## config.mk

```make
export PLATFORM = sky130hd
export DESIGN_NAME = mem_cycle_sequencer_flat
export DESIGN_NICKNAME = d
export VERILOG_FILES = /design/src/rtl/mem_cycle_sequencer_if.sv /design/src/rtl/mem_cycle_sequencer.sv /design/src/flat_wrapper.sv
export SDC_FILE = /design/constraint.sdc
export NUM_CORES = 1
export LEC_CHECK = 0
export ABC_AREA = 1
export CAP_MARGIN = 25
export CELL_PAD_IN_SITES_DETAIL_PLACEMENT = 1
export CELL_PAD_IN_SITES_GLOBAL_PLACEMENT = 1
export CORE_ASPECT_RATIO = 0.8
export CORE_UTILIZATION = 38
export DETAILED_ROUTE_END_ITERATION = 10
export GPL_ROUTABILITY_DRIVEN = 0
export GPL_TIMING_DRIVEN = 0
export PLACE_DENSITY_LB_ADDON = 0.3
export SLEW_MARGIN = 40
export SYNTH_ARGS = -nofsm -noshare
export SYNTH_HDL_FRONTEND = slang
export SYNTH_SLANG_ARGS = --single-unit
export TNS_END_PERCENT = 100
```

## constraint.sdc

```tcl
create_clock -name clk -period 3.2 [get_ports clk]
set_input_delay 0.64 -clock clk [delete_from_list [all_inputs] [get_ports clk]]
set_output_delay 0.64 -clock clk [all_outputs]
set_load 0.1 [all_outputs]
```

## src/rtl/mem_cycle_sequencer_if.sv

```systemverilog
// Bus between the I/E-cycle control logic (master) and the memory-cycle
// sequencer (slave). The master raises requests and halt. The sequencer
// returns the grant, the cycle timing and the trigger-latch pulses.
interface mem_cycle_sequencer_if #(
  parameter int PHASES = 10
);
  logic [1:0]        req;
  logic              halt;
  logic [1:0]        gnt;
  logic              busy;
  logic [3:0]        phase;
  logic [PHASES-1:0] tp;
  logic              trig_set_n;
  logic              trig_rst_n;
  logic              done;

  modport master (
    output req, halt,
    input  gnt, busy, phase, tp, trig_set_n, trig_rst_n, done
  );

  modport slave (
    input  req, halt,
    output gnt, busy, phase, tp, trig_set_n, trig_rst_n, done
  );
endinterface

```

## src/rtl/mem_cycle_sequencer.sv

```systemverilog
// Core-memory cycle sequencer.
// - Arbitrates memory cycles round-robin between the CPU (0) and the console (1).
// - Walks each granted cycle through PHASES timing pulses of CLKS_PER_PHASE clocks.
// - Fires active-low set/reset pulses for the memory-cycle trigger latch.
// Every output is a register. Each branch loads the value that output must
// show during the next clock.
module mem_cycle_sequencer #(
  parameter int PHASES         = 10,
  parameter int CLKS_PER_PHASE = 4
) (
  input  logic                 clk,
  input  logic                 reset,
  mem_cycle_sequencer_if.slave bus
);

  localparam int               SUB_W     = (CLKS_PER_PHASE > 1) ? $clog2(CLKS_PER_PHASE) : 1;
  localparam logic [SUB_W-1:0] SUB_MAX   = SUB_W'(CLKS_PER_PHASE - 1);
  localparam logic [3:0]       PHASE_MAX = 4'(PHASES - 1);
  localparam logic [PHASES-1:0] TP_FIRST = {{(PHASES-1){1'b0}}, 1'b1};

  typedef enum logic [1:0] {IDLE, RUN, HALTED} state_t;

  state_t            r_state;
  logic [SUB_W-1:0]  r_sub;
  logic [3:0]        r_phase;
  logic              r_last;
  logic [1:0]        r_gnt;
  logic              r_busy;
  logic [PHASES-1:0] r_tp;
  logic              r_set_n;
  logic              r_rst_n;
  logic              r_done;

  logic              w_last_clk;
  logic              w_pick;
  logic [1:0]        w_pick_gnt;

  // Final clock of the current cycle (last phase, last sub-clock).
  assign w_last_clk = (r_phase == PHASE_MAX) && (r_sub == SUB_MAX);

  // Round-robin choice: on a tie, serve the requester that was not served last.
  assign w_pick     = (bus.req == 2'b11) ? ~r_last : bus.req[1];
  assign w_pick_gnt = w_pick ? 2'b10 : 2'b01;

  // Cycle FSM with all outputs registered alongside the state.
  // NOTE: sequential state uses non-blocking (<=) so every register samples
  // pre-edge values and the order of statements inside the block is irrelevant.
  always_ff @(posedge clk) begin
    if (reset) begin
      r_state <= IDLE;
      r_sub   <= '0;
      r_phase <= '0;
      r_last  <= 1'b1;
      r_gnt   <= 2'b00;
      r_busy  <= 1'b0;
      r_tp    <= '0;
      r_set_n <= 1'b1;
      r_rst_n <= 1'b1;
      r_done  <= 1'b0;
    end else begin
      case (r_state)
        IDLE, HALTED: begin
          if (r_state == HALTED) begin
            // A grant is never issued in the same clock that halt is released.
            if (!bus.halt) r_state <= IDLE;
          end else if (bus.halt) begin
            r_state <= HALTED;
          end else if (bus.req != 2'b00) begin
            r_state <= RUN;
            r_gnt   <= w_pick_gnt;
            r_last  <= w_pick;
            r_busy  <= 1'b1;
            r_phase <= '0;
            r_sub   <= '0;
            r_tp    <= TP_FIRST;
            r_set_n <= 1'b0;
            r_rst_n <= 1'b1;
            r_done  <= 1'b0;
          end
        end

        RUN: begin
          if (w_last_clk) begin
            // Cycle boundary: halt wins over a pending request.
            if (!bus.halt && bus.req != 2'b00) begin
              r_state <= RUN;
              r_gnt   <= w_pick_gnt;
              r_last  <= w_pick;
              r_busy  <= 1'b1;
              r_tp    <= TP_FIRST;
              r_set_n <= 1'b0;
            end else begin
              r_state <= bus.halt ? HALTED : IDLE;
              r_gnt   <= 2'b00;
              r_busy  <= 1'b0;
              r_tp    <= '0;
              r_set_n <= 1'b1;
            end
            r_phase <= '0;
            r_sub   <= '0;
            r_rst_n <= 1'b1;
            r_done  <= 1'b0;
          end else if (r_sub == SUB_MAX) begin
            // Phase step. With CLKS_PER_PHASE >= 2 the new phase never starts on its last clock.
            r_sub   <= '0;
            r_phase <= r_phase + 4'd1;
            r_tp    <= r_tp << 1;
            r_set_n <= 1'b1;
            r_rst_n <= !((r_phase + 4'd1) == PHASE_MAX);
            r_done  <= 1'b0;
          end else begin
            r_sub   <= r_sub + SUB_W'(1);
            r_set_n <= 1'b1;
            r_rst_n <= 1'b1;
            r_done  <= (r_phase == PHASE_MAX) && ((r_sub + SUB_W'(1)) == SUB_MAX);
          end
        end

        default: begin
          r_state <= IDLE;
          r_gnt   <= 2'b00;
          r_busy  <= 1'b0;
          r_tp    <= '0;
          r_set_n <= 1'b1;
          r_rst_n <= 1'b1;
          r_done  <= 1'b0;
        end
      endcase
    end
  end

  assign bus.gnt        = r_gnt;
  assign bus.busy       = r_busy;
  assign bus.phase      = r_phase;
  assign bus.tp         = r_tp;
  assign bus.trig_set_n = r_set_n;
  assign bus.trig_rst_n = r_rst_n;
  assign bus.done       = r_done;

endmodule
```

## src/flat_wrapper.sv

```systemverilog
// flat-port wrapper written by rule: the top's interface ports become plain ports
module mem_cycle_sequencer_flat 
#(
  parameter int PHASES         = 10,
  parameter int CLKS_PER_PHASE = 4
)
  (clk, reset, bus_req, bus_halt, bus_gnt, bus_busy, bus_phase, bus_tp, bus_trig_set_n, bus_trig_rst_n, bus_done);
  mem_cycle_sequencer_if #(.PHASES(PHASES)) bus_i ();
  input  logic clk;
  input  logic reset;
  input wire logic [$bits(bus_i.req)-1:0] bus_req;
  input wire logic [$bits(bus_i.halt)-1:0] bus_halt;
  output wire logic [$bits(bus_i.gnt)-1:0] bus_gnt;
  output wire logic [$bits(bus_i.busy)-1:0] bus_busy;
  output wire logic [$bits(bus_i.phase)-1:0] bus_phase;
  output wire logic [$bits(bus_i.tp)-1:0] bus_tp;
  output wire logic [$bits(bus_i.trig_set_n)-1:0] bus_trig_set_n;
  output wire logic [$bits(bus_i.trig_rst_n)-1:0] bus_trig_rst_n;
  output wire logic [$bits(bus_i.done)-1:0] bus_done;
  assign bus_i.req = bus_req;
  assign bus_i.halt = bus_halt;
  assign bus_gnt = bus_i.gnt;
  assign bus_busy = bus_i.busy;
  assign bus_phase = bus_i.phase;
  assign bus_tp = bus_i.tp;
  assign bus_trig_set_n = bus_i.trig_set_n;
  assign bus_trig_rst_n = bus_i.trig_rst_n;
  assign bus_done = bus_i.done;
  mem_cycle_sequencer #(.PHASES(PHASES), .CLKS_PER_PHASE(CLKS_PER_PHASE)) u_core (.clk(clk), .reset(reset), .bus(bus_i));
endmodule
```

Word level (Yosys, flattened, before mapping)
Cells that the tools add are included.
Widths: inputs -> output; s select.
{"block": "totals", "regBits": 25, "output_inout_bits": 20, "elab_cells": 103}
{"block": "op_classes", "n_addsub": 2, "n_eq_ne": 15, "n_mux": 59, "bitwise_logic": 1, "n_reduce_logical": 16}
{"operator": "$mux 10", "n": 5}
{"operator": "$mux 2", "n": 18}
{"operator": "$mux 1", "n": 21}
{"operator": "$mux 4", "n": 5}
{"operator": "$pmux 10 s2", "n": 1}
{"operator": "$pmux 2 s2", "n": 3}
{"operator": "$reduce_and 4->1", "n": 3}
{"operator": "$pmux 1 s2", "n": 5}
{"operator": "$eq 2x2->1 const B", "n": 4}
{"operator": "$eq 4x4->1 const B", "n": 2}
{"operator": "$pmux 4 s2", "n": 1}
{"operator": "$ne 2x1->1 const B", "n": 3}
{"operator": "$reduce_and 3->1", "n": 2}
{"operator": "$reduce_and 6->1", "n": 1}
{"operator": "$reduce_and 5->1", "n": 1}
{"operator": "$add 4x1->4 const B", "n": 1}
{"operator": "$ne 2x2->1 const B", "n": 2}
{"operator": "$ne 4x2->1 const B", "n": 1}
{"operator": "$reduce_bool 2->1", "n": 2}
{"operator": "$logic_and 1x1->1", "n": 3}
{"operator": "$ne 3x1->1 const B", "n": 1}
{"operator": "$ne 3x3->1 const B", "n": 1}
{"operator": "$add 2x1->2 const B", "n": 1}
{"operator": "$eq 2x1->1 const B", "n": 1}
{"operator": "4 further kinds", "n": 5}

Longest topological paths before layout
Gate-level depths: netlist (run 1).
{"block": "logic_depth", "ltp_word": 7, "depth_mapped": 9, "ltp_nobuf": 9}

Worst setup path after synthesis (run 1)
No wires, ideal clock.
{"block": "synth_timing", "path_kind": "register to register", "start": "register u_core.r_phase[1] (netlist: u_core.bus.phase[1])", "end": "register u_core.r_tp[4] (netlist: u_core.bus.tp[4])", "arrival_time_ps": 1967, "required_ps": 3136, "path_slack_ps": 1169, "stages_incl_launch_ff": 10, "synth_period_minus_slack_ps": 2031, "path_cell_list": "dfxtp_1 > inv_1 > ha_1 > nand4_2 > nand2_2 > inv_2 > nand2_1 > nand2_1 > inv_1 > nor2_1"}
{"block": "synth_between", "elab_chain_cells": 4, "elab_cells_between_ends": 6, "cone_classes": "eq/ne: 2; mux: 2; reduce/logical: 2"}
{"element": "start, declared", "line": "mem_cycle_sequencer.sv:25", "source": "logic [3:0] r_phase;"}
{"element": "start signal, assigned", "line": "mem_cycle_sequencer.sv:106", "source": "r_phase <= r_phase + 4'd1;"}
{"element": "$eq 4x4->1 (*)", "line": "mem_cycle_sequencer.sv:39", "source": "assign w_last_clk = (r_phase == PHASE_MAX) && (r_sub == SUB_MAX);"}
{"element": "$logic_and 1x1->1 (*)", "line": "mem_cycle_sequencer.sv:39"}
{"element": "$ne 3x1->1 (no line) / $mux 10 (equally long branches)"}
{"element": "$reduce_and 4->1 (no line) / $pmux 10 s2 (equally long branches)"}
{"element": "end signal, assigned", "line": "mem_cycle_sequencer.sv:107", "source": "r_tp <= r_tp << 1;"}
{"element": "end, declared", "line": "mem_cycle_sequencer.sv:29", "source": "logic [PHASES-1:0] r_tp;"}
Mark *: on every way between the ends. The rest lies on a longest branch, timed or not.
A chain may end at the register's enable or synchronous reset.

Worst setup path in the final report (run 1)
{"block": "layout_timing", "start": "register u_core.r_phase[0] (netlist: u_core.bus.phase[0])", "end": "output bus_phase[0]"}
{"element": "end, declared", "line": "flat_wrapper.sv:15", "source": "output wire logic [$bits(bus_i.phase)-1:0] bus_phase;"}
No word-level cell between the ends.

==> run summary, run 1 <==
• run status: completed
• Iteration-0 DRC Markers: 30
• portion of the post-synthesis area used by sequential elements: 0.407
• Max-Slew Margin vs Limit: 0.674
• wire length per cell after detailed routing: 12.7 um
• path category of the worst min-delay check: flip-flop to flip-flop
• Detailed Route WL: 3.09 mm
• remaining global-route overflow: 0
• initial antenna violation count: 0
• worst voltage drop across the vdd grid: 0.000291 V
• largest net degree at the start of global routing: 14
• cell family contributing the most delay on the critical path: buffers and inverters
• utilization after layout: 0.475
• chain of cells forming the critical path: buf_2
• FF-to-FF setup slack: 1.72 ns
• total clock buffers created by CTS: 3
• fin area: 0.00147 sq mm
• worst path bufs/invs: 1
• cell with the largest stage delay on the worst path: sky130_fd_sc_hd__buf_2
• total clock sinks: 25
• number of flip-flops and latches in the synthesized netlist: 25
• fraction of registers with async set/reset: 0
• Area growth, synth to finish: 19.1%
• final HPWL from detailed placement: 2.33 mm
• power density relative to cell area: 513 mW/mm^2
• startpoint type of the worst setup path: flip-flop
• Die Ht: 52.9 um
• count of buffers inserted at the top-level ports: 24
• largest fanout on the critical path: 6
• count of final max-slew check failures: 0
• main area contributors after synthesis: sky130_fd_sc_hd__dfxtp_1 41%, sky130_fd_sc_hd__nand2_1 16%, sky130_fd_sc_hd__nand3_1 8.1%, sky130_fd_sc_hd__inv_1 6.7%, sky130_fd_sc_hd__ha_1 5.1%
• Initial Util: 0.399
• final number of hold-violating endpoints: 0
• net count after synthesis: 184
• layout net count: 213
• final setup violation count: 0
• achievable frequency: 549 MHz
• number of unique standard cell types used by synthesis: 26
• die extent in x: 65.6 um
• Post-Place Cell Area: 0.00142 sq mm
• required time worst endpoint: 2.56 ns
• Core Box Area: 0.00309 sq mm
• # fillers: 390
• overall die area: 0.00347 sq mm
• most used flip-flop cell after synthesis: sky130_fd_sc_hd__dfxtp_1
• leading area contributor after synthesis: sky130_fd_sc_hd__dfxtp_1
• final worst path period share: 0.569
• TritonCTS clock tree: built
• first-pass GRT wire length: 5.26 mm
• antenna viol nets, final: 0
• number of vias per cell: 4.80
• post-place setup slack: 1.19 ns
• endpoint kind of the worst setup timing path: output pin
• Cells after Synth: 174
• Post-Route Skew: 0.00215 ns
• clock insertion delay at the later pin of the skew report: 0.28 ns
• arrival time of the worst setup path: 1.18 ns
• number of detailed-route iterations in the first pass: 2
• total inserted antenna cells: 0
• area of combinational cells with multiple inputs: 606 sq um
• number of H-tree levels: 1
• cell leakage power: 0.740 nW
• number of maximum-capacitance violations: 0
• DRC errors left: 0
• slew at the pin closest to its max-slew limit: 0.493 ns
• number of global-route vias before repair: 1153
• count of pins on the block boundary: 25
• via count: 1161
• synthesized area divided by synthesized cell count: 7.08 sq um
• shortest clock period the worst path allows after layout: 1.82 ns
• Yosys top cell area share: 0.407
• Resized Gates After CTS: 0
• fraction of final layout cells with drive strength greater than 1: 0.193
• post-cts hold buffer count: 0
• clock-pin slew on the worst setup and hold paths: 0.09 ns
• overall global routing resource usage: 0.208
• type of the setup path with the least slack: flip-flop to output pin
• Syn Std Cell Area: 0.00123 sq mm
• number of warnings issued by yosys: 0
• unrepaired setup endpoints after global routing: no
• EDFF count, synth: 0
• clock root buffer master: sky130_fd_sc_hd__clkbuf_8
• row count: 18
• number of post-CTS setup repair buffers: 0
• largest incremental delay on the critical path: 0.47 ns
• flip-flop and latch area: 500 sq um
• summed negative setup slack over all endpoints: 0 ns
• clock tree buffer depth: 2
• worst path setup slack after routing: 1.38 ns
[synth_stat cells (2+ instances only)]
| library cell | n |
|---|---|
| sky130_fd_sc_hd__nand2_1 | 52 |
| sky130_fd_sc_hd__o21ai_0 | 2 |
| sky130_fd_sc_hd__a21oi_1 | 10 |
| sky130_fd_sc_hd__nor2_1 | 10 |
| sky130_fd_sc_hd__nand3_1 | 20 |
| sky130_fd_sc_hd__inv_2 | 5 |
| sky130_fd_sc_hd__ha_1 | 5 |
| sky130_fd_sc_hd__o21ai_1 | 3 |
| sky130_fd_sc_hd__dfxtp_1 | 25 |
| sky130_fd_sc_hd__nand2_4 | 2 |
| sky130_fd_sc_hd__inv_1 | 22 |
| sky130_fd_sc_hd__a31oi_1 | 2 |
| sky130_fd_sc_hd__nand2_2 | 3 |
[cell type report]
| type | instances | area share |
|---|---|---|
| multi-input combinational | 118 | 0.413 |
| sequential | 25 | 0.341 |
| buffer | 3 | 0.0137 |
| tap | 40 | 0.0341 |
| clock buffer | 4 | 0.0307 |
| timing repair buffer | 24 | 0.0956 |
| inverter | 28 | 0.0717 |
[metal layers]
layer | track usage | part of all wire | vias up
met3 | 0.0453 | 0.030 | 5
met1 | 0.247 | 0.47 | 541
met5 | 0 | 0 | -
met2 | 0.366 | 0.48 | 15
li1 | - | - | 600
met4 | 0.0761 | 0.017 | 0
[layout by cell type (no fill, tap or decap)]
cell / count
sky130_fd_sc_hd__nand3b_1: 1
sky130_fd_sc_hd__clkbuf_8: 3
sky130_fd_sc_hd__dfxtp_1: 25
sky130_fd_sc_hd__nand3_4: 1
sky130_fd_sc_hd__nand2_1: 52
sky130_fd_sc_hd__or2_0: 1
sky130_fd_sc_hd__inv_1: 22
sky130_fd_sc_hd__buf_2: 21
sky130_fd_sc_hd__nand2_4: 2
sky130_fd_sc_hd__o21ai_0: 2
sky130_fd_sc_hd__buf_6: 1
sky130_fd_sc_hd__nor2_1: 10
sky130_fd_sc_hd__xnor2_1: 1
sky130_fd_sc_hd__inv_2: 5
sky130_fd_sc_hd__ha_1: 5
sky130_fd_sc_hd__nand3_1: 20
sky130_fd_sc_hd__nand2_2: 3
sky130_fd_sc_hd__nor2_4: 1
sky130_fd_sc_hd__nand4_1: 1
sky130_fd_sc_hd__nand4_2: 1
sky130_fd_sc_hd__clkinv_1: 1
sky130_fd_sc_hd__clkbuf_1: 2
sky130_fd_sc_hd__clkdlybuf4s50_1: 4
sky130_fd_sc_hd__a31oi_1: 2
sky130_fd_sc_hd__a21oi_1: 10
sky130_fd_sc_hd__nor3_1: 1
sky130_fd_sc_hd__o21ai_1: 3
sky130_fd_sc_hd__nor2_2: 1
[final timing paths]
path / cells after the start / to / from
worst max-delay path: 1 / bus_phase[0] / u_core.bus.phase[0]
worst min-delay path: 2 / u_core.bus.done / u_core.bus.done
worst max register to register: 8 / u_core.bus.tp[4] / u_core.r_sub[1]
worst min register to register: 2 / u_core.bus.done / u_core.bus.done
[sequential cells by signal, summed over array words and instances (netlist names)]
register and cells:
u_core.r_state 2, u_core.r_last 1, u_core.bus.done 1, u_core.r_sub 2, u_core.bus.gnt 2, u_core.bus.phase 4
u_core.bus.tp 10, u_core.bus.trig_set_n 1, u_core.bus.busy 1, u_core.bus.trig_rst_n 1
[power breakdown]
group	leakage, nW	switching, mW	internal, mW	total (mW)
Combinational	0.513	0.171	0.0445	0.216
Sequential	0.204	0.0124	0.329	0.341
Clock	0.0228	0.106	0.0895	0.196
[kinds of logic after synthesis]
kind of cell             synth area share
AND/OR/NAND/NOR                     0.363
buffers and inverters               0.102
flip-flops                          0.407
AO/OA/AOI/OAI                      0.0711
adder cells (fa/ha/maj)            0.0508
XOR/XNOR                          0.00712
[metrics by stage]
step | instances | power, mW | hold slack, ns
3_3_place_gp | 238 | 0.571 | 0.449
6_report | 242 | 0.752 | 0.466
5_1_grt | 242 | 0.783 | 0.498
2_1_floorplan | 174 | 0.522 | 0.429
4_1_cts | 242 | 0.760 | 0.467
3_5_place_dp | 238 | 0.565 | 0.450
(Power assumes the default switching activity.)
==> inputs of run 2 (changes only) <==
--- a/config.mk
+++ b/config.mk
@@ -10,7 +10,7 @@
 export CELL_PAD_IN_SITES_DETAIL_PLACEMENT = 1
 export CELL_PAD_IN_SITES_GLOBAL_PLACEMENT = 1
 export CORE_ASPECT_RATIO = 0.8
-export CORE_UTILIZATION = 38
+export CORE_UTILIZATION = 35
 export DETAILED_ROUTE_END_ITERATION = 10
 export GPL_ROUTABILITY_DRIVEN = 0
 export GPL_TIMING_DRIVEN = 0
==> constraint.sdc (replaced) <==
create_clock -name clk -period 1.7 [get_ports clk]
set_input_delay 0.34 -clock clk [delete_from_list [all_inputs] [get_ports clk]]
set_output_delay 0.34 -clock clk [all_outputs]
set_load 0.1 [all_outputs]
==> run summary, run 2 (same netlist as run 1, synthesis figures left out) <==
• run status: completed
• row count: 18, unchanged
• clock tree buffer depth: 2, unchanged
• antenna viol nets, final: 0, unchanged
• first-pass GRT wire length: 5.02 mm, -4.5%
• slew at the pin closest to its max-slew limit: 0.512 ns, +0.0198 ns
• total clock sinks: 25, unchanged
• clock-pin slew on the worst setup and hold paths: 0.09 ns, about the same
• number of global-route vias before repair: 1089, -5.6%
• Hold Path Origin: u_core.bus.done
• number of H-tree levels: 1, unchanged
• via count: 1169, +0.69%
• achievable frequency: 678 MHz
• Die Ht: 55.1 um, +4.0%
• Iteration-0 DRC Markers: 39, +30%
• required time worst endpoint: 1.84 ns, -0.72 ns
• shortest clock period the worst path allows after layout: 1.47 ns
• reg-to-reg critical path startpoint: u_core.r_sub[1]
• initial antenna violation count: 0, unchanged
• total clock buffers created by CTS: 3, unchanged
• number of maximum-capacitance violations: 0, unchanged
• post-cts hold buffer count: 0, unchanged
• commonest cells after routing, fill and taps aside: 52 x sky130_fd_sc_hd__nand2_1, 22 x sky130_fd_sc_hd__inv_1, 21 x sky130_fd_sc_hd__buf_2, 21 x sky130_fd_sc_hd__dfxtp_1, 20 x sky130_fd_sc_hd__nand3_1
• fraction of final layout cells with drive strength greater than 1: 0.213, +0.0198
• arrival time of the worst setup path: 1.62 ns, +0.44 ns
• number of post-CTS setup repair buffers: 0, unchanged
• largest incremental delay on the critical path: 0.38 ns, -0.09 ns
• Post-Route Skew: 0.00147 ns, -0.000678 ns
• count of final max-slew check failures: 0, unchanged
• DRC errors left: 0, unchanged
• Hold Path Sink: u_core.bus.done
• cell family contributing the most delay on the critical path: simple AND/OR/NAND/NOR gates
• power density relative to cell area: 954 mW/mm^2, +86%
• overall die area: 0.00376 sq mm, +8.3%
• worst path bufs/invs: 0, -1
• path category of the worst min-delay check: flip-flop to flip-flop
• wire length per cell after detailed routing: 12.7 um, -0.75%
• endpoint kind of the worst setup timing path: flip-flop
• Detailed Route WL: 3.06 mm, -0.75%
• flip-flop count of the largest register after layout: 10, unchanged
• clock insertion delay at the later pin of the skew report: 0.27 ns, about the same
• TritonCTS clock tree: built
• chain of cells forming the critical path: ha_1, nand4_2, nand2_2, nand2_1, nand2_1, a21oi_1
• FF-to-FF setup slack: 0.23 ns, -1.49 ns
• launching instance or port of the critical path: u_core.r_sub[1]
• startpoint type of the worst setup path: flip-flop
• unrepaired setup endpoints after global routing: no
• final number of hold-violating endpoints: 0, unchanged
• cell with the largest stage delay on the worst path: sky130_fd_sc_hd__dfxtp_1
• Initial Util: 0.382, -0.0167
• remaining global-route overflow: 0, unchanged
• summed negative setup slack over all endpoints: 0 ns, unchanged
• most frequent standard cell in the layout excluding fill and tap cells: sky130_fd_sc_hd__nand2_1
• total stage count of the critical path: 6, +5
• Max-Slew Margin vs Limit: 0.658, -0.0155
• Area growth, synth to finish: 19.5%
• largest net degree at the start of global routing: 14, unchanged
• largest fanout on the critical path: 7, +1
• worst r2r path cells: 6, -2
• count of pins on the block boundary: 25, unchanged
• number of vias per cell: 4.83, +0.69%
• clock root buffer master: sky130_fd_sc_hd__clkbuf_8
• die extent in x: 68.3 um, +4.1%
• worst r2r dst: u_core.bus.gnt[1]
• post-place setup slack: -0.0158 ns, -1.20 ns
• layout net count: 213, unchanged
• final worst path period share: 0.867
• total inserted antenna cells: 0, unchanged
• hold path depth: 2, unchanged
• count of buffers inserted at the top-level ports: 24, unchanged
• Resized Gates After CTS: 0, unchanged
• Core Box Area: 0.00322 sq mm, +4.4%
• crit-path most repeated cell: sky130_fd_sc_hd__nand2_1
• worst voltage drop across the vdd grid: 0.000457 V, +57%
• overall global routing resource usage: 0.187, -0.0208
• cell leakage power: 0.742 nW, +0.27%
• worst path setup slack after routing: 0.226 ns, -1.15 ns
• type of the setup path with the least slack: flip-flop to flip-flop
• final HPWL from detailed placement: 2.37 mm, +1.8%
• number of detailed-route iterations in the first pass: 4, +2
• final setup violation count: 0, unchanged
• Total Power Consumption: 1.40 mW, +87%
==> run 2: where the power goes <==
group	switching [mW]	internal [mW]	total, mW
logic	0.322	0.0837	0.405
registers	0.0237	0.619	0.643
clock network	0.188	0.168	0.356
total	0.533	0.870	1.40
==> run 2: final cells by class <==
type | instances | area (sq um)
repair buffers | 24 | 140
fillers | 432 | 1750
multi-input cells | 118 | 606
flip-flops and latches | 25 | 505
inverters | 28 | 105
well taps | 40 | 50.0
plain buffers | 3 | 20.0
clock buffers | 4 | 45.0
==> run 2: metal layers <==
| layer | routed length (um) | global-route usage |
|---|---|---|
| met3 | 94 | 0.0430 |
| met4 | 29 | 0.0521 |
| met1 | 1510 | 0.233 |
| met5 | 0 | 0 |
| met2 | 1420 | 0.324 |
==> run 2: tightest hold or removal path, cell delays in order, from the launching register on <==
cell and delay [ns]:
sky130_fd_sc_hd__dfxtp_1 0.32, sky130_fd_sc_hd__nand2_1 0.06, sky130_fd_sc_hd__a21oi_1 0.05
==> run 2: how the worst max path moves through the flow <==
stage	endpoint	slack, ns
after floorplan	u_core.bus.tp[4]	0.05
after global placement	bus_phase[3]	-0.14
after detailed placement	u_core.bus.phase[1]	-0.02
after CTS	u_core.bus.gnt[1]	0.22
after global routing	u_core.bus.gnt[0]	0.06
final	u_core.bus.gnt[1]	0.23
==> run 2: per-stage QoR <==
step | instance area [sq um] | utilization | cells | hold WS (ns)
5_1_grt | 1470 | 0.457 | 242 | 0.501
3_3_place_gp | 1530 | 0.474 | 238 | 0.449
2_1_floorplan | 1240 | - | 174 | 0.417
4_1_cts | 1470 | 0.457 | 242 | 0.475
3_5_place_dp | 1430 | 0.443 | 238 | 0.462
6_report | 1470 | 0.457 | 242 | 0.469
==> inputs of run 3 (changes only) <==
--- a/config.mk
+++ b/config.mk
@@ -5,12 +5,11 @@
 export SDC_FILE = /design/constraint.sdc
 export NUM_CORES = 1
 export LEC_CHECK = 0
-export ABC_AREA = 1
 export CAP_MARGIN = 25
 export CELL_PAD_IN_SITES_DETAIL_PLACEMENT = 1
 export CELL_PAD_IN_SITES_GLOBAL_PLACEMENT = 1
 export CORE_ASPECT_RATIO = 0.8
-export CORE_UTILIZATION = 35
+export CORE_UTILIZATION = 37
 export DETAILED_ROUTE_END_ITERATION = 10
 export GPL_ROUTABILITY_DRIVEN = 0
 export GPL_TIMING_DRIVEN = 0
==> run summary, run 3 <==
• unrepaired setup endpoints after global routing: no
• Clk network pwr share: 0.301, +0.048
• Die Ht: 53.3 um, -3.2%
• total clock sinks: 25, unchanged
• launching instance or port of the critical path: u_core.bus.phase[1]
• number of flip-flops and latches in the synthesized netlist: 25, unchanged
• count of buffers inserted at the top-level ports: 24, unchanged
• clock-pin slew on the worst setup and hold paths: 0.10 ns, about the same
• first-pass GRT wire length: 5.22 mm, +4.0%
• endpoint kind of the worst setup timing path: flip-flop
• shortest clock period the worst path allows after layout: 1.59 ns, +0.117 ns
• largest fanout on the critical path: 10, +3
• total length of routed met2 wires: 1.45 mm, +1.7%
• overall global routing resource usage: 0.199, +0.0123
• number of warnings issued by yosys: 0, unchanged
• leading area contributor after synthesis: sky130_fd_sc_hd__dfxtp_1
• most used flip-flop cell after synthesis: sky130_fd_sc_hd__dfxtp_1
• synthesized area divided by synthesized cell count: 8.82 sq um, +25%
• post-cts hold buffer count: 0, unchanged
• capture point of the critical path: u_core.bus.tp[8]
• reg-to-reg critical path startpoint: u_core.bus.phase[1]
• main area contributors after synthesis: sky130_fd_sc_hd__dfxtp_1 41%, sky130_fd_sc_hd__a21oi_1 7.0%, sky130_fd_sc_hd__ha_1 5.1%, sky130_fd_sc_hd__nand4_1 5.1%, sky130_fd_sc_hd__o21ai_0 3.7%
• slew at the pin closest to its max-slew limit: 0.516 ns, +0.00360 ns
• most common cell in the netlist: sky130_fd_sc_hd__dfxtp_1
• number of detailed-route iterations in the first pass: 4, unchanged
• initial antenna violation count: 0, unchanged
• FF-to-FF setup slack: 0.11 ns, -0.12 ns
• remaining global-route overflow: 0, unchanged
• final HPWL from detailed placement: 2.33 mm, -1.6%
• switch share: 0.316, -0.0643
• Detailed Route WL: 3.20 mm, +4.3%
• via count: 1121, -4.1%
• Yosys top cell area share: 0.411, +0.00460
• number of unique standard cell types used by synthesis: 38, +46%
• overall die area: 0.00353 sq mm, -6.3%
• EDFF count, synth: 0, unchanged
• cell-internal power: 0.831 mW, -4.6%
• met3 WL post-DR: 127 um, +35%
• portion of the post-synthesis area used by sequential elements: 0.411, +0.00460
• achievable frequency: 628 MHz, -7.4%
• Iteration-0 DRC Markers: 74, +90%
• flip-flop count of the largest register after layout: 10, unchanged
• row count: 18, unchanged
• cell leakage power: 0.578 nW, -22%
• type of the setup path with the least slack: flip-flop to flip-flop
• total clock buffers created by CTS: 3, unchanged
• count of pins on the block boundary: 25, unchanged
• DRC errors left: 0, unchanged
• number of maximum-capacitance violations: 0, unchanged
• worst r2r dst: u_core.bus.tp[8]
• number of vias per cell: 5.44, +13%
• Max-Slew Margin vs Limit: 0.656, -0.00240
• worst voltage drop across the vdd grid: 0.000300 V, -34%
• required time worst endpoint: 1.90 ns, +0.06 ns
• number of H-tree levels: 1, unchanged
• top cells by count, synth: 25 x sky130_fd_sc_hd__dfxtp_1, 17 x sky130_fd_sc_hd__a21oi_1, 11 x sky130_fd_sc_hd__nor2_1
• final number of hold-violating endpoints: 0, unchanged
• layout net count: 177, -17%
• power density relative to cell area: 826 mW/mm^2, -13%
• clock tree buffer depth: 2, unchanged
• Initial Util: 0.392, +0.00942
• utilization after layout: 0.473, +0.0162
• worst r2r path cells: 8, +2
• commonest cells after routing, fill and taps aside: 21 x sky130_fd_sc_hd__buf_2, 21 x sky130_fd_sc_hd__dfxtp_1, 17 x sky130_fd_sc_hd__a21oi_1
• die extent in x: 66.1 um, -3.2%
• clock root buffer master: sky130_fd_sc_hd__clkbuf_8
• combinational share of power: 0.196, -0.093
• largest net degree at the start of global routing: 15, +1
• run status: completed
• post-route worst hold slack: 0.479 ns, +0.0103 ns
• number of post-CTS setup repair buffers: 0, unchanged
• fraction of registers with async set/reset: 0, unchanged
• antenna viol nets, final: 0, unchanged
• net count after synthesis: 148, -20%
• count of final max-slew check failures: 0, unchanged
• total inserted antenna cells: 0, unchanged
• Core Box Area: 0.00311 sq mm, -3.5%
• Reg power frac: 0.503, +0.045
• Resized Gates After CTS: 0, unchanged
• fraction of final layout cells with drive strength greater than 1: 0.253, +0.0401
• final worst path period share: 0.936, +0.0691
• number of global-route vias before repair: 1072, -1.6%
• Area growth, synth to finish: 20.8%
• length of routed wiring on met1: 1.61 mm, +6.3%
• Post-Route Skew: 0.00785 ns, +0.00638 ns
• net switching power of the design: 0.383 mW, -28%
• TritonCTS clock tree: built
• summed negative setup slack over all endpoints: 0 ns, unchanged
• arrival time of the worst setup path: 1.79 ns, +0.17 ns
• Syn Std Cell Area: 0.00122 sq mm, -1.1%
• path category of the worst min-delay check: flip-flop to flip-flop
• final setup violation count: 0, unchanged
• highest routed layer: met4
• Cells after Synth: 138, -21%
• clock insertion delay at the later pin of the skew report: 0.28 ns, about the same
• wire length per cell after detailed routing: 15.5 um, +23%
• startpoint type of the worst setup path: flip-flop
• Total Power Consumption: 1.21 mW, -14%
run 3: final cells by class:
type                       instances  area, sq um
fill                             398         1640
buffer                             9         76.3
clock buffer                       3         41.3
inverter                           5         18.8
clock inverter                     1         5.00
tap                               40         50.0
timing repair buffer              24          140
sequential                        25          510
multi-input combinational         99          628
run 3: worst min-delay path by stage:
stage | from | end | slack [ns] | cells past startpoint
finish | u_core.r_last | u_core.r_last | 0.48 | 2
global route | u_core.r_last | u_core.r_last | 0.51 | 2
CTS | u_core.r_last | u_core.r_last | 0.49 | 2
detailed placement | u_core.r_last | u_core.r_last | 0.47 | 2
global placement | u_core.r_last | u_core.r_last | 0.45 | 2
floorplan | u_core.r_last | u_core.r_last | 0.44 | 2
run 3: power by group through the flow:
stage | registers [mW] | logic [mW] | clock network (mW)
6_report | 0.610 | 0.238 | 0.366
5_1_grt | 0.614 | 0.254 | 0.397
4_1_cts | 0.611 | 0.236 | 0.369
3_5_place_dp | 0.624 | 0.236 | 0
3_3_place_gp | 0.623 | 0.239 | 0
2_1_floorplan | 0.689 | 0.114 | 0
run 3: layer usage:
layer	GRT usage	vias up
met2	0.320	19
met5	0	-
met1	0.267	544
li1	-	556
met4	0.0390	0
met3	0.0539	2
run 3: critical path, cell delays in order (launching register included):
cell,delay [ns]
sky130_fd_sc_hd__dfxtp_4,0.37
sky130_fd_sc_hd__inv_1,0.06
sky130_fd_sc_hd__ha_1,0.22
sky130_fd_sc_hd__and4b_1,0.20
sky130_fd_sc_hd__buf_6,0.14
sky130_fd_sc_hd__nor2_8,0.13
sky130_fd_sc_hd__buf_6,0.16
sky130_fd_sc_hd__nand4_1,0.10
sky130_fd_sc_hd__a21oi_1,0.14
run 3: cells by family (layout without fill, tap and decap cells):
| kind of cell | after synthesis | after routing | synth area share |
|---|---|---|---|
| adders and majority gates | 5 | 5 | 0.0514 |
| xor gates and xnor gates | 1 | 1 | 0.00720 |
| DFF | 25 | 25 | 0.411 |
| AOI/OAI and AO/OA | 44 | 44 | 0.217 |
| buffers and inverters | 14 | 42 | 0.0750 |
| and+or+nand+nor | 49 | 49 | 0.238 |
run 3: through the flow:
step                worst slack, ns  instance area (sq um)  cells
floorplan                    0.0118                   1230    138
finish                        0.108                   1470    206
CTS                          0.0912                   1460    206
global placement             -0.168                   1520    202
global route                0.00759                   1470    206
detailed placement           -0.180                   1420    202
